--- config.mk ---
export PLATFORM = sky130hd
export DESIGN_NAME = alu_addsub_seq_flat
export DESIGN_NICKNAME = d
export VERILOG_FILES = /design/src/rtl/alu_pkg.sv /design/src/rtl/alu_addsub_seq_if.sv /design/src/rtl/alu_add_chunk.sv /design/src/rtl/alu_full_adder.sv /design/src/rtl/alu_addsub_seq.sv /design/src/flat_wrapper.sv
export SDC_FILE = /design/constraint.sdc
export NUM_CORES = 1
export LEC_CHECK = 0
export CAP_MARGIN = 15
export CORE_AREA = 3 3 106 108
export CTS_BUF_LIST = sky130_fd_sc_hd__clkbuf_4
export DETAILED_ROUTE_END_ITERATION = 10
export DIE_AREA = 0 0 109 111
export PLACE_DENSITY_LB_ADDON = 0.05
export RECOVER_POWER = 25
export SLEW_MARGIN = 10
export SYNTH_ARGS = -nofsm -noshare
export SYNTH_HDL_FRONTEND = slang
export SYNTH_HIERARCHICAL = 1
export SYNTH_SLANG_ARGS = --single-unit
--- constraint.sdc ---
create_clock -name clk -period 4 [get_ports clk]
set_input_delay 0.8 -clock clk [delete_from_list [all_inputs] [get_ports clk]]
set_output_delay 0.8 -clock clk [all_outputs]
set_load 0.03 [all_outputs]
--- src/rtl/alu_pkg.sv ---
// Shared ALU definitions: sequencer state encoding and counter sizing helper.
package alu_pkg;

    typedef enum logic [1:0] {
        IDLE = 2'd0,
        RUN  = 2'd1,
        DONE = 2'd2
    } addsub_state_t;

    // A single-chunk datapath still needs a 1-bit counter to stay legal.
    function automatic int cnt_width(input int n);
        return (n > 1) ? $clog2(n) : 1;
    endfunction

endpackage

--- src/rtl/alu_addsub_seq_if.sv ---
// Operand/result handshake bundle for the sequential adder/subtractor.
interface alu_addsub_seq_if #(parameter int WIDTH = 32);
    logic             in_valid;
    logic             in_ready;
    logic [WIDTH-1:0] a;
    logic [WIDTH-1:0] b;
    logic             sub;
    logic             cin;
    logic             out_valid;
    logic             out_ready;
    logic [WIDTH-1:0] out;
    logic             carry;
    logic             overflow;
    logic             zero;

    modport master (
        output in_valid, a, b, sub, cin, out_ready,
        input  in_ready, out_valid, out, carry, overflow, zero
    );

    modport slave (
        input  in_valid, a, b, sub, cin, out_ready,
        output in_ready, out_valid, out, carry, overflow, zero
    );
endinterface

--- src/rtl/alu_add_chunk.sv ---
// CHUNK-bit ripple adder; also exposes the carry into its top bit for overflow.
module alu_add_chunk #(
    parameter int CHUNK = 8
) (
    input  logic [CHUNK-1:0] a,
    input  logic [CHUNK-1:0] b,
    input  logic             cin,
    output logic [CHUNK-1:0] sum,
    output logic             cout,
    output logic             c_msb_in
);
    logic [CHUNK:0] c;

    assign c[0] = cin;

    for (genvar i = 0; i < CHUNK; i++) begin : g_bit
        alu_full_adder u_fa (
            .a    (a[i]),
            .b    (b[i]),
            .cin  (c[i]),
            .sum  (sum[i]),
            .cout (c[i+1])
        );
    end

    assign cout     = c[CHUNK];
    assign c_msb_in = c[CHUNK-1];
endmodule

--- src/rtl/alu_full_adder.sv ---
// One-bit full-adder cell.
module alu_full_adder (
    input  logic a,
    input  logic b,
    input  logic cin,
    output logic sum,
    output logic cout
);
    assign sum  = a ^ b ^ cin;
    assign cout = (a & b) | (cin & (a ^ b));
endmodule

--- src/rtl/alu_addsub_seq.sv ---
// Multi-cycle WIDTH-bit add/subtract, one CHUNK-bit slice per clock, LSB slice first.
//
// state | meaning
// IDLE  | in_ready high, waiting for operands
// RUN   | one chunk summed per cycle, result shifted in from the top
// DONE  | out_valid high, result and flags held until out_ready
module alu_addsub_seq
    import alu_pkg::*;
#(
    parameter int WIDTH = 32,
    parameter int CHUNK = 8
) (
    input  logic                  clk,
    input  logic                  rst,
    alu_addsub_seq_if.slave       bus
);
    localparam int NCHUNK = WIDTH / CHUNK;
    localparam int CW     = cnt_width(NCHUNK);
    localparam logic [CW-1:0] LAST = CW'(NCHUNK - 1);

    addsub_state_t    state;
    logic [WIDTH-1:0] a_sr;
    logic [WIDTH-1:0] b_sr;
    logic [WIDTH-1:0] res;
    logic [WIDTH-1:0] res_next;
    logic [CW-1:0]    cnt;
    logic             cy;
    logic [CHUNK-1:0] sum;
    logic             c_out;
    logic             c_msb;
    logic             in_ready_r;
    logic             out_valid_r;
    logic             carry_r;
    logic             ovf_r;
    logic             zero_r;

    alu_add_chunk #(.CHUNK(CHUNK)) u_chunk (
        .a        (a_sr[CHUNK-1:0]),
        .b        (b_sr[CHUNK-1:0]),
        .cin      (cy),
        .sum      (sum),
        .cout     (c_out),
        .c_msb_in (c_msb)
    );

    if (NCHUNK == 1) begin : g_res_single
        assign res_next = sum;
    end else begin : g_res_shift
        assign res_next = {sum, res[WIDTH-1:CHUNK]};
    end

    always_ff @(posedge clk or posedge rst) begin
        if (rst) begin
            state       <= IDLE;
            a_sr        <= '0;
            b_sr        <= '0;
            res         <= '0;
            cnt         <= '0;
            cy          <= 1'b0;
            in_ready_r  <= 1'b1;
            out_valid_r <= 1'b0;
            carry_r     <= 1'b0;
            ovf_r       <= 1'b0;
            zero_r      <= 1'b0;
        end else begin
            case (state)
                IDLE: begin
                    if (bus.in_valid && in_ready_r) begin
                        a_sr       <= bus.a;
                        // Subtract is a + ~b + 1; cin is deliberately ignored here.
                        b_sr       <= bus.sub ? ~bus.b : bus.b;
                        cy         <= bus.sub | bus.cin;
                        cnt        <= '0;
                        in_ready_r <= 1'b0;
                        state      <= RUN;
                    end
                end
                RUN: begin
                    a_sr <= a_sr >> CHUNK;
                    b_sr <= b_sr >> CHUNK;
                    cy   <= c_out;
                    res  <= res_next;
                    cnt  <= cnt + CW'(1);
                    if (cnt == LAST) begin
                        carry_r     <= c_out;
                        ovf_r       <= c_msb ^ c_out;
                        zero_r      <= ~|res_next;
                        out_valid_r <= 1'b1;
                        state       <= DONE;
                    end
                end
                DONE: begin
                    // in_ready rises only on the next edge, so no same-cycle accept.
                    if (bus.out_ready) begin
                        out_valid_r <= 1'b0;
                        in_ready_r  <= 1'b1;
                        state       <= IDLE;
                    end
                end
                default: begin
                    out_valid_r <= 1'b0;
                    in_ready_r  <= 1'b1;
                    state       <= IDLE;
                end
            endcase
        end
    end

    assign bus.in_ready  = in_ready_r;
    assign bus.out_valid = out_valid_r;
    assign bus.out       = res;
    assign bus.carry     = carry_r;
    assign bus.overflow  = ovf_r;
    assign bus.zero      = zero_r;
endmodule
--- src/flat_wrapper.sv ---
// flat-port wrapper written by rule: the top's interface ports become plain ports
module alu_addsub_seq_flat import alu_pkg::*;
#(
    parameter int WIDTH = 32,
    parameter int CHUNK = 8
)
  (clk, rst, bus_in_valid, bus_a, bus_b, bus_sub, bus_cin, bus_out_ready, bus_in_ready, bus_out_valid, bus_out, bus_carry, bus_overflow, bus_zero);
  alu_addsub_seq_if #(.WIDTH(WIDTH)) bus_i ();
  input  logic clk;
  input  logic rst;
  input wire logic [$bits(bus_i.in_valid)-1:0] bus_in_valid;
  input wire logic [$bits(bus_i.a)-1:0] bus_a;
  input wire logic [$bits(bus_i.b)-1:0] bus_b;
  input wire logic [$bits(bus_i.sub)-1:0] bus_sub;
  input wire logic [$bits(bus_i.cin)-1:0] bus_cin;
  input wire logic [$bits(bus_i.out_ready)-1:0] bus_out_ready;
  output wire logic [$bits(bus_i.in_ready)-1:0] bus_in_ready;
  output wire logic [$bits(bus_i.out_valid)-1:0] bus_out_valid;
  output wire logic [$bits(bus_i.out)-1:0] bus_out;
  output wire logic [$bits(bus_i.carry)-1:0] bus_carry;
  output wire logic [$bits(bus_i.overflow)-1:0] bus_overflow;
  output wire logic [$bits(bus_i.zero)-1:0] bus_zero;
  assign bus_i.in_valid = bus_in_valid;
  assign bus_i.a = bus_a;
  assign bus_i.b = bus_b;
  assign bus_i.sub = bus_sub;
  assign bus_i.cin = bus_cin;
  assign bus_i.out_ready = bus_out_ready;
  assign bus_in_ready = bus_i.in_ready;
  assign bus_out_valid = bus_i.out_valid;
  assign bus_out = bus_i.out;
  assign bus_carry = bus_i.carry;
  assign bus_overflow = bus_i.overflow;
  assign bus_zero = bus_i.zero;
  alu_addsub_seq #(.WIDTH(WIDTH), .CHUNK(CHUNK)) u_core (.clk(clk), .rst(rst), .bus(bus_i));
endmodule
==> results of run 1 <==
## kinds of logic after synthesis
logic type	after synthesis
compound gates	73
buf+inv	33
flops	106
fa+ha+maj	9
xor+xnor	33
simple gates	173
mux	37
## area by class of cell
class	instances	area share [%]
Tap cell	136	2.77
Sequential cell	106	43.2
Multi-Input combinational cell	325	33.5
Clock inverter	6	0.693
Inverter	2	0.122
Timing Repair Buffer	115	18.4
Clock buffer	10	1.22
## sequential cells by signal (all words and copies together) (netlist names)
signal                cells
u_core/bus.carry          1
u_core/bus.out_valid      1
u_core/a_sr              32
u_core/bus.overflow       1
u_core/bus.out           32
u_core/state              2
u_core/bus.in_ready       1
u_core/b_sr              32
u_core/bus.zero           1
u_core/cy                 1
u_core/cnt                2
## worst max-delay path, stage by stage, from the launching register on
cell and delay, ns:
dfrtp_1 0.43, fa_2 0.39, fa_2 0.36, fa_2 0.35, fa_2 0.35, fa_2 0.35, fa_2 0.34, fa_2 0.36
fa_1 0.46, nor4_1 0.19, nand4_1 0.12, o31ai_1 0.20
## what timing repair did
| action | CTS | global route |
|---|---|---|
| pin swaps | 3 | 0 |
| endpoints found under the setup margin | 1 | 1 |
| hold endpoints to repair | 0 | 0 |
| resized for setup | 1 | 0 |
| hold buffers | 0 | 0 |
## power breakdown
group          switching [uW]  total [uW]  internal [uW]
Sequential                330        1800           1470
Combinational             884        1590            711
Clock                     349         486            137
Total                    1560        3880           2320
## layer usage
| layer | GRT usage [%] | routed length, um |
|---|---|---|
| met1 | 26.7 | 4940 |
| met2 | 28.6 | 5170 |
| met3 | 3.55 | 570 |
| met4 | 4.04 | 40 |
| met5 | 0 | 0 |
## path summary, 6_finish.rpt
path | startpoint | to | depth (start not counted)
max | u_core/a_sr[0] | u_core/bus.zero | 11
min | u_core/bus.out[1] | u_core/bus.out[1] | 2
max reg2reg | u_core/a_sr[0] | u_core/bus.zero | 11
min reg2reg | u_core/bus.out[1] | u_core/bus.out[1] | 2
max in group asynchronous | rst | u_core/b_sr[17] | 3
min in group asynchronous | rst | u_core/bus.out_valid | 2
## cells in the final DEF (no fill, tap or decap), types with 8 or more instances in the layout
master,instances
o21ai_0,22
a221o_1,14
a22o_1,15
xnor2_1,14
dfrtp_1,105
clkbuf_4,10
nor2_1,19
clkdlybuf4s50_1,103
o21ai_1,17
mux2i_1,36
nand2_1,136
xor2_1,19
nor4_1,8
## per-stage QoR
| stage | util [%] | power [uW] |
|---|---|---|
| global route | 59.5 | 4160 |
| global placement | 58.4 | 3390 |
| finish | 59.5 | 3880 |
| detailed placement | 58.4 | 3430 |
| floorplan | - | 2820 |
| CTS | 59.5 | 3920 |
==> impl_metrics.csv, run 1 <==
group,metric,value,unit
synth,ys_seq_elements,106,
sta,worst_pin_slew,1.67,ns
detailed_routing,postRouteAntennaNets,0,
synth,synth_compound_area_share,10.3,%
synth,synthAdderAreaFrac,3.55,%
detailed_routing,drc,0,
hold_path,hold_path.class,"reg -> reg",
synth,synth_flop_cell,"dfrtp_1",
sta,hold_viol_final,0,
floorplan,fp.dieH,111,um
synth,synthArstFlopShare,100,%
placed_design,placed_cell_area,0.00603,sq mm
status,run_status,"complete, but fails checks",
clocking,clk_pin_slew_worst_paths,0.16,ns
synth,syn-cell-area,0.00487,sq mm
synth,synthSimpleGateAreaFrac,14.4,%
synth,synth_top_family_by_area,"simple AND/OR/NAND/NOR gates",
finish,nFillCells,910,
sta,period_needed,3.97,ns
synth,synth_xor_area_share,5.94,%
synth,muxShareOfSynthArea,7.64,%
finish,final_cells,700,
synth,syn_inst,464,
floorplan,initial_core_util,47.1,%
detailed_routing,vias,3637,
placed_design,place_ws,-0.102,ns
finish,seqCellArea,0.00265,sq mm
finish,finish.instance_area,0.00614,sq mm
sta,relSlewSlack,-11.6,%
detailed_routing,avgRoutedWirePerCell,15.3,um
detailed_routing,dr.pass1.iters,4,
global_routing,antenna_found_initial,0,
sta,drv_slew,107,
placed_design,dp.cells,684,
floorplan,dieArea,0.0121,sq mm
worst_setup_path,cp_max_fo,2,
synth,seq_area_frac_synth,54.5,%
global_routing,grt_max_degree,87,
clocking,clock-root-buffer,"clkbuf_4",
sta,fin_ws,0.0336,ns
synth,synth_top_area_share,54.0,%
floorplan,ioPinCount,107,
worst_setup_path,cp-start-kind,"flop",
clocking,cts_tree,"yes",
worst_setup_path,critPathArrivalTime,4.33,ns
clocking,cts_made_buffers,9,
global_routing,gr-total-overflow,0,
sta,tns,0,ns
synth,yosys_warnings,6,
synth,synth_cell_types,31,
floorplan,fp.dieW,109,um
finish,multi_input_area,0.00206,sq mm
sta,rsz0062_at_grt,"true",
worst_setup_path,cp-end-kind,"flop",
floorplan,core-area,0.0103,sq mm
sta,fmax,0.252,GHz
sta,setup_viol_count_final,0,
global_routing,grt_pass1_wl,17700,um
placed_design,routabilityCongestion,0.791,
finish,area_growth,26.2,%
global_routing,grt_usage,18.4,%
sta,min_period_over_period,99.2,%
status,violations,"capacitance limit, slew limit",
finish,drive_above_1_share,6.21,%
synth,synth_edf_count,0,
flow_run,maxCapViolCount,2,
sta,skew,0.0147,ns
worst_setup_path,setup.worst_path.class,"reg -> reg",
detailed_routing,drtIter0Drc,198,
finish,nets,638,
sta,whs,0.497,ns
synth,synth.most_common_cell,"nand2_1",
synth,synth_nets,543,
pwr,powerDensity,633,mW/mm^2
placed_design,dp_hpwl,7500,um
clocking,cts_buffer_depth,2,
synth,avgSynthCellArea,10.5,sq um
clocking,clock_latency,0.44,ns
clocking,htree_levels,3,
synth,netlist_top_cells_area,"dfrtp_1, nand2_1, mux2i_1, xor2_1, fa_1",
global_routing,grt_pass1_vias,3491,
clocking,postCtsSetupBuffers,0,
finish,n_antenna_cell,0,
pwr,leakage,0.00302,uW
synth,synth_top_area_cell,"dfrtp_1",
worst_setup_path,reg2reg_slack,0.03,ns
pwr,peakVddDrop,271,uV
detailed_routing,via_per_inst,5.20,
synth,netlist_top_cells_count,"nand2_1, dfrtp_1, mux2i_1, o21ai_0",
placed_design,numPortBuffers,106,
detailed_routing,totalWireLength,10700,um
worst_setup_path,crit_required,4.36,ns
clocking,cts_sinks,106,
floorplan,row_count,37,
Power figures use the tool's default switching activity.
==> run 2, diff against run 1 <==
--- a/config.mk
+++ b/config.mk
@@ -6,10 +6,10 @@
 export NUM_CORES = 1
 export LEC_CHECK = 0
 export CAP_MARGIN = 15
-export CORE_AREA = 3 3 106 108
+export CORE_AREA = 2 2 100 102
 export CTS_BUF_LIST = sky130_fd_sc_hd__clkbuf_4
 export DETAILED_ROUTE_END_ITERATION = 10
-export DIE_AREA = 0 0 109 111
+export DIE_AREA = 0 0 102 104
 export PLACE_DENSITY_LB_ADDON = 0.05
 export RECOVER_POWER = 25
 export SLEW_MARGIN = 10
==> constraint.sdc (replaced) <==
create_clock -name clk -period 4.35 [get_ports clk]
set_input_delay 0.87 -clock clk [delete_from_list [all_inputs] [get_ports clk]]
set_output_delay 0.87 -clock clk [all_outputs]
set_load 0.03 [all_outputs]
==> impl_metrics.csv, run 2 (synthesis results as in run 1) <==
group,metric,value,unit
sta,relSlewSlack,-62.0,%
placed_design,routabilityCongestion,0.780,
global_routing,grt_usage,20.9,%
worst_setup_path,crit_required,4.72,ns
status,violations,"capacitance limit, slew limit",
sta,min_period_over_period,96.3,%
placed_design,dp_hpwl,7400,um
pwr,powerDensity,584,mW/mm^2
worst_setup_path,cp-start-kind,"flop",
sta,fmax,0.239,GHz
floorplan,core-area,0.00955,sq mm
detailed_routing,drc,0,
detailed_routing,via_per_inst,5.14,
global_routing,grt_pass1_vias,3567,
pwr,peakVddDrop,284,uV
global_routing,grtUsageMet3,2.49,%
finish,nFillCells,818,
detailed_routing,totalWireLength,10400,um
clocking,htree_levels,3,
detailed_routing,dr.pass1.iters,4,
detailed_routing,postRouteAntennaNets,0,
finish,final_cells,693,
global_routing,grt_max_degree,74,
clocking,clock-root-buffer,"clkbuf_4",
finish,layout_commonest_cell,"nand2_1",
worst_setup_path,worstPathCellList,"fa_1 > fa_1 > fa_2 > fa_2 > fa_2 > fa_2 > fa_2 > fa_1 > nor4_2 > nand4_1 > o31ai_1",
detailed_routing,vias,3563,
placed_design,numPortBuffers,106,
floorplan,dieArea,0.0106,sq mm
status,run_status,"complete, but fails checks",
flow_run,maxCapViolCount,1,
sta,hold_viol_final,0,
global_routing,grt_util_met2,34.7,%
worst_setup_path,critPathArrivalTime,4.56,ns
clocking,cts_buffer_depth,2,
worst_setup_path,setup.worst_path.class,"reg -> reg",
global_routing,grtUsageMet1,28.1,%
hold_path,hold_path.class,"reg -> reg",
global_routing,gr-total-overflow,0,
clocking,postCtsSetupBuffers,0,
pwr,leakage,0.00300,uW
sta,setup_viol_count_final,0,
global_routing,grt-busiest-layer,"met2",
finish,n_antenna_cell,0,
clocking,cts_sinks,106,
floorplan,fp.dieW,102,um
placed_design,dp.cells,677,
sta,skew,0.0170,ns
floorplan,row_count,36,
floorplan,fp.dieH,104,um
floorplan,ioPinCount,107,
clocking,cts_tree,"yes",
sta,worst_pin_slew,2.42,ns
finish,drive_above_1_share,5.54,%
clocking,clock_latency,0.46,ns
worst_setup_path,cp-end-kind,"flop",
detailed_routing,drtIter0Drc,128,
finish,area_growth,25.6,%
global_routing,antenna_found_initial,0,
sta,period_needed,4.19,ns
worst_setup_path,cpPeakStageDelay,0.48,ns
global_routing,grt_pass1_wl,17500,um
worst_setup_path,reg2reg_depth,11,
floorplan,initial_core_util,51.0,%
detailed_routing,avgRoutedWirePerCell,15.0,um
hold_path,min_path_cells,2,
clocking,clk_pin_slew_worst_paths,0.16,ns
sta,drv_slew,58,
finish,final_cell_mix,"nand2_1, dfrtp_1, clkdlybuf4s50_1",
clocking,cts_made_buffers,9,
pwr,power,3570,uW
worst_setup_path,cp_max_fo,2,
worst_setup_path,slowest_stage,"fa_1",
worst_setup_path,cp_common_cell,"fa_2",
finish,nets,634,
==> run 2: power by group <==
part	internal, uW	total, uW	leakage (uW)	switching [uW]
Combinational	646	1460	0.00152	816
Clock	120	454	0.0000585	334
Sequential	1350	1650	0.00142	299
Total	2120	3570	0.00300	1450
==> run 2: what timing repair did <==
action                                  in CTS  in global routing
endpoints found under the setup margin       1                  1
pin swaps                                    1                  1
resized for setup                            3                  3
hold buffers                                 0                  0
==> run 2: worst max-delay path, delay by kind of cell (launching register included) <==
family / cells / cell delay [ns]
adders and majority gates: 8 / 3.13
DFF: 1 / 0.44
and+or+nand+nor: 2 / 0.34
AOI/OAI and AO/OA: 1 / 0.20
==> run 2: layout make-up <==
type | count | area [sq um] | area share [%]
Clock inverter | 7 | 53.8 | 0.881
Inverter | 2 | 8.76 | 0.143
Multi-Input combinational cell | 325 | 2060 | 33.7
Clock buffer | 9 | 67.6 | 1.11
Sequential cell | 106 | 2650 | 43.4
Tap cell | 133 | 166 | 2.72
Timing Repair Buffer | 111 | 1100 | 18.0
==> run 2: layer usage <==
layer  wire, um  share of wire [%]  up-vias
met2       5370                 52       87
met5          0                  0        -
li1           -                  -     1751
met4        218                2.1        0
met1       4440                 43     1710
met3        371                3.6       15
==> run 2: stage by stage <==
step	setup TNS [ns]	setup WS (ns)	hold WS (ns)	util, %	cell area, sq um
after CTS	0	0.0298	0.498	64.1	6120
after floorplan	0	0.198	0.450	-	4870
final	0	0.161	0.495	64.0	6110
after global routing	-0.00119	-0.00119	0.524	64.0	6110
after detailed placement	-0.0328	-0.0328	0.462	62.7	5990
after global placement	0	0.0622	0.458	62.7	5990
==> run 2: path summary, 6_finish.rpt <==
kind	startpoint	endpoint	slack, ns
min	u_core/bus.out[7]	u_core/bus.out[7]	0.49
max	u_core/a_sr[0]	u_core/bus.zero	0.16
min reg2reg	u_core/bus.out[7]	u_core/bus.out[7]	0.49
max in group asynchronous	rst	u_core/b_sr[7]	0.77
max reg2reg	u_core/a_sr[0]	u_core/bus.zero	0.16
min in group asynchronous	rst	u_core/bus.out[3]	1.49
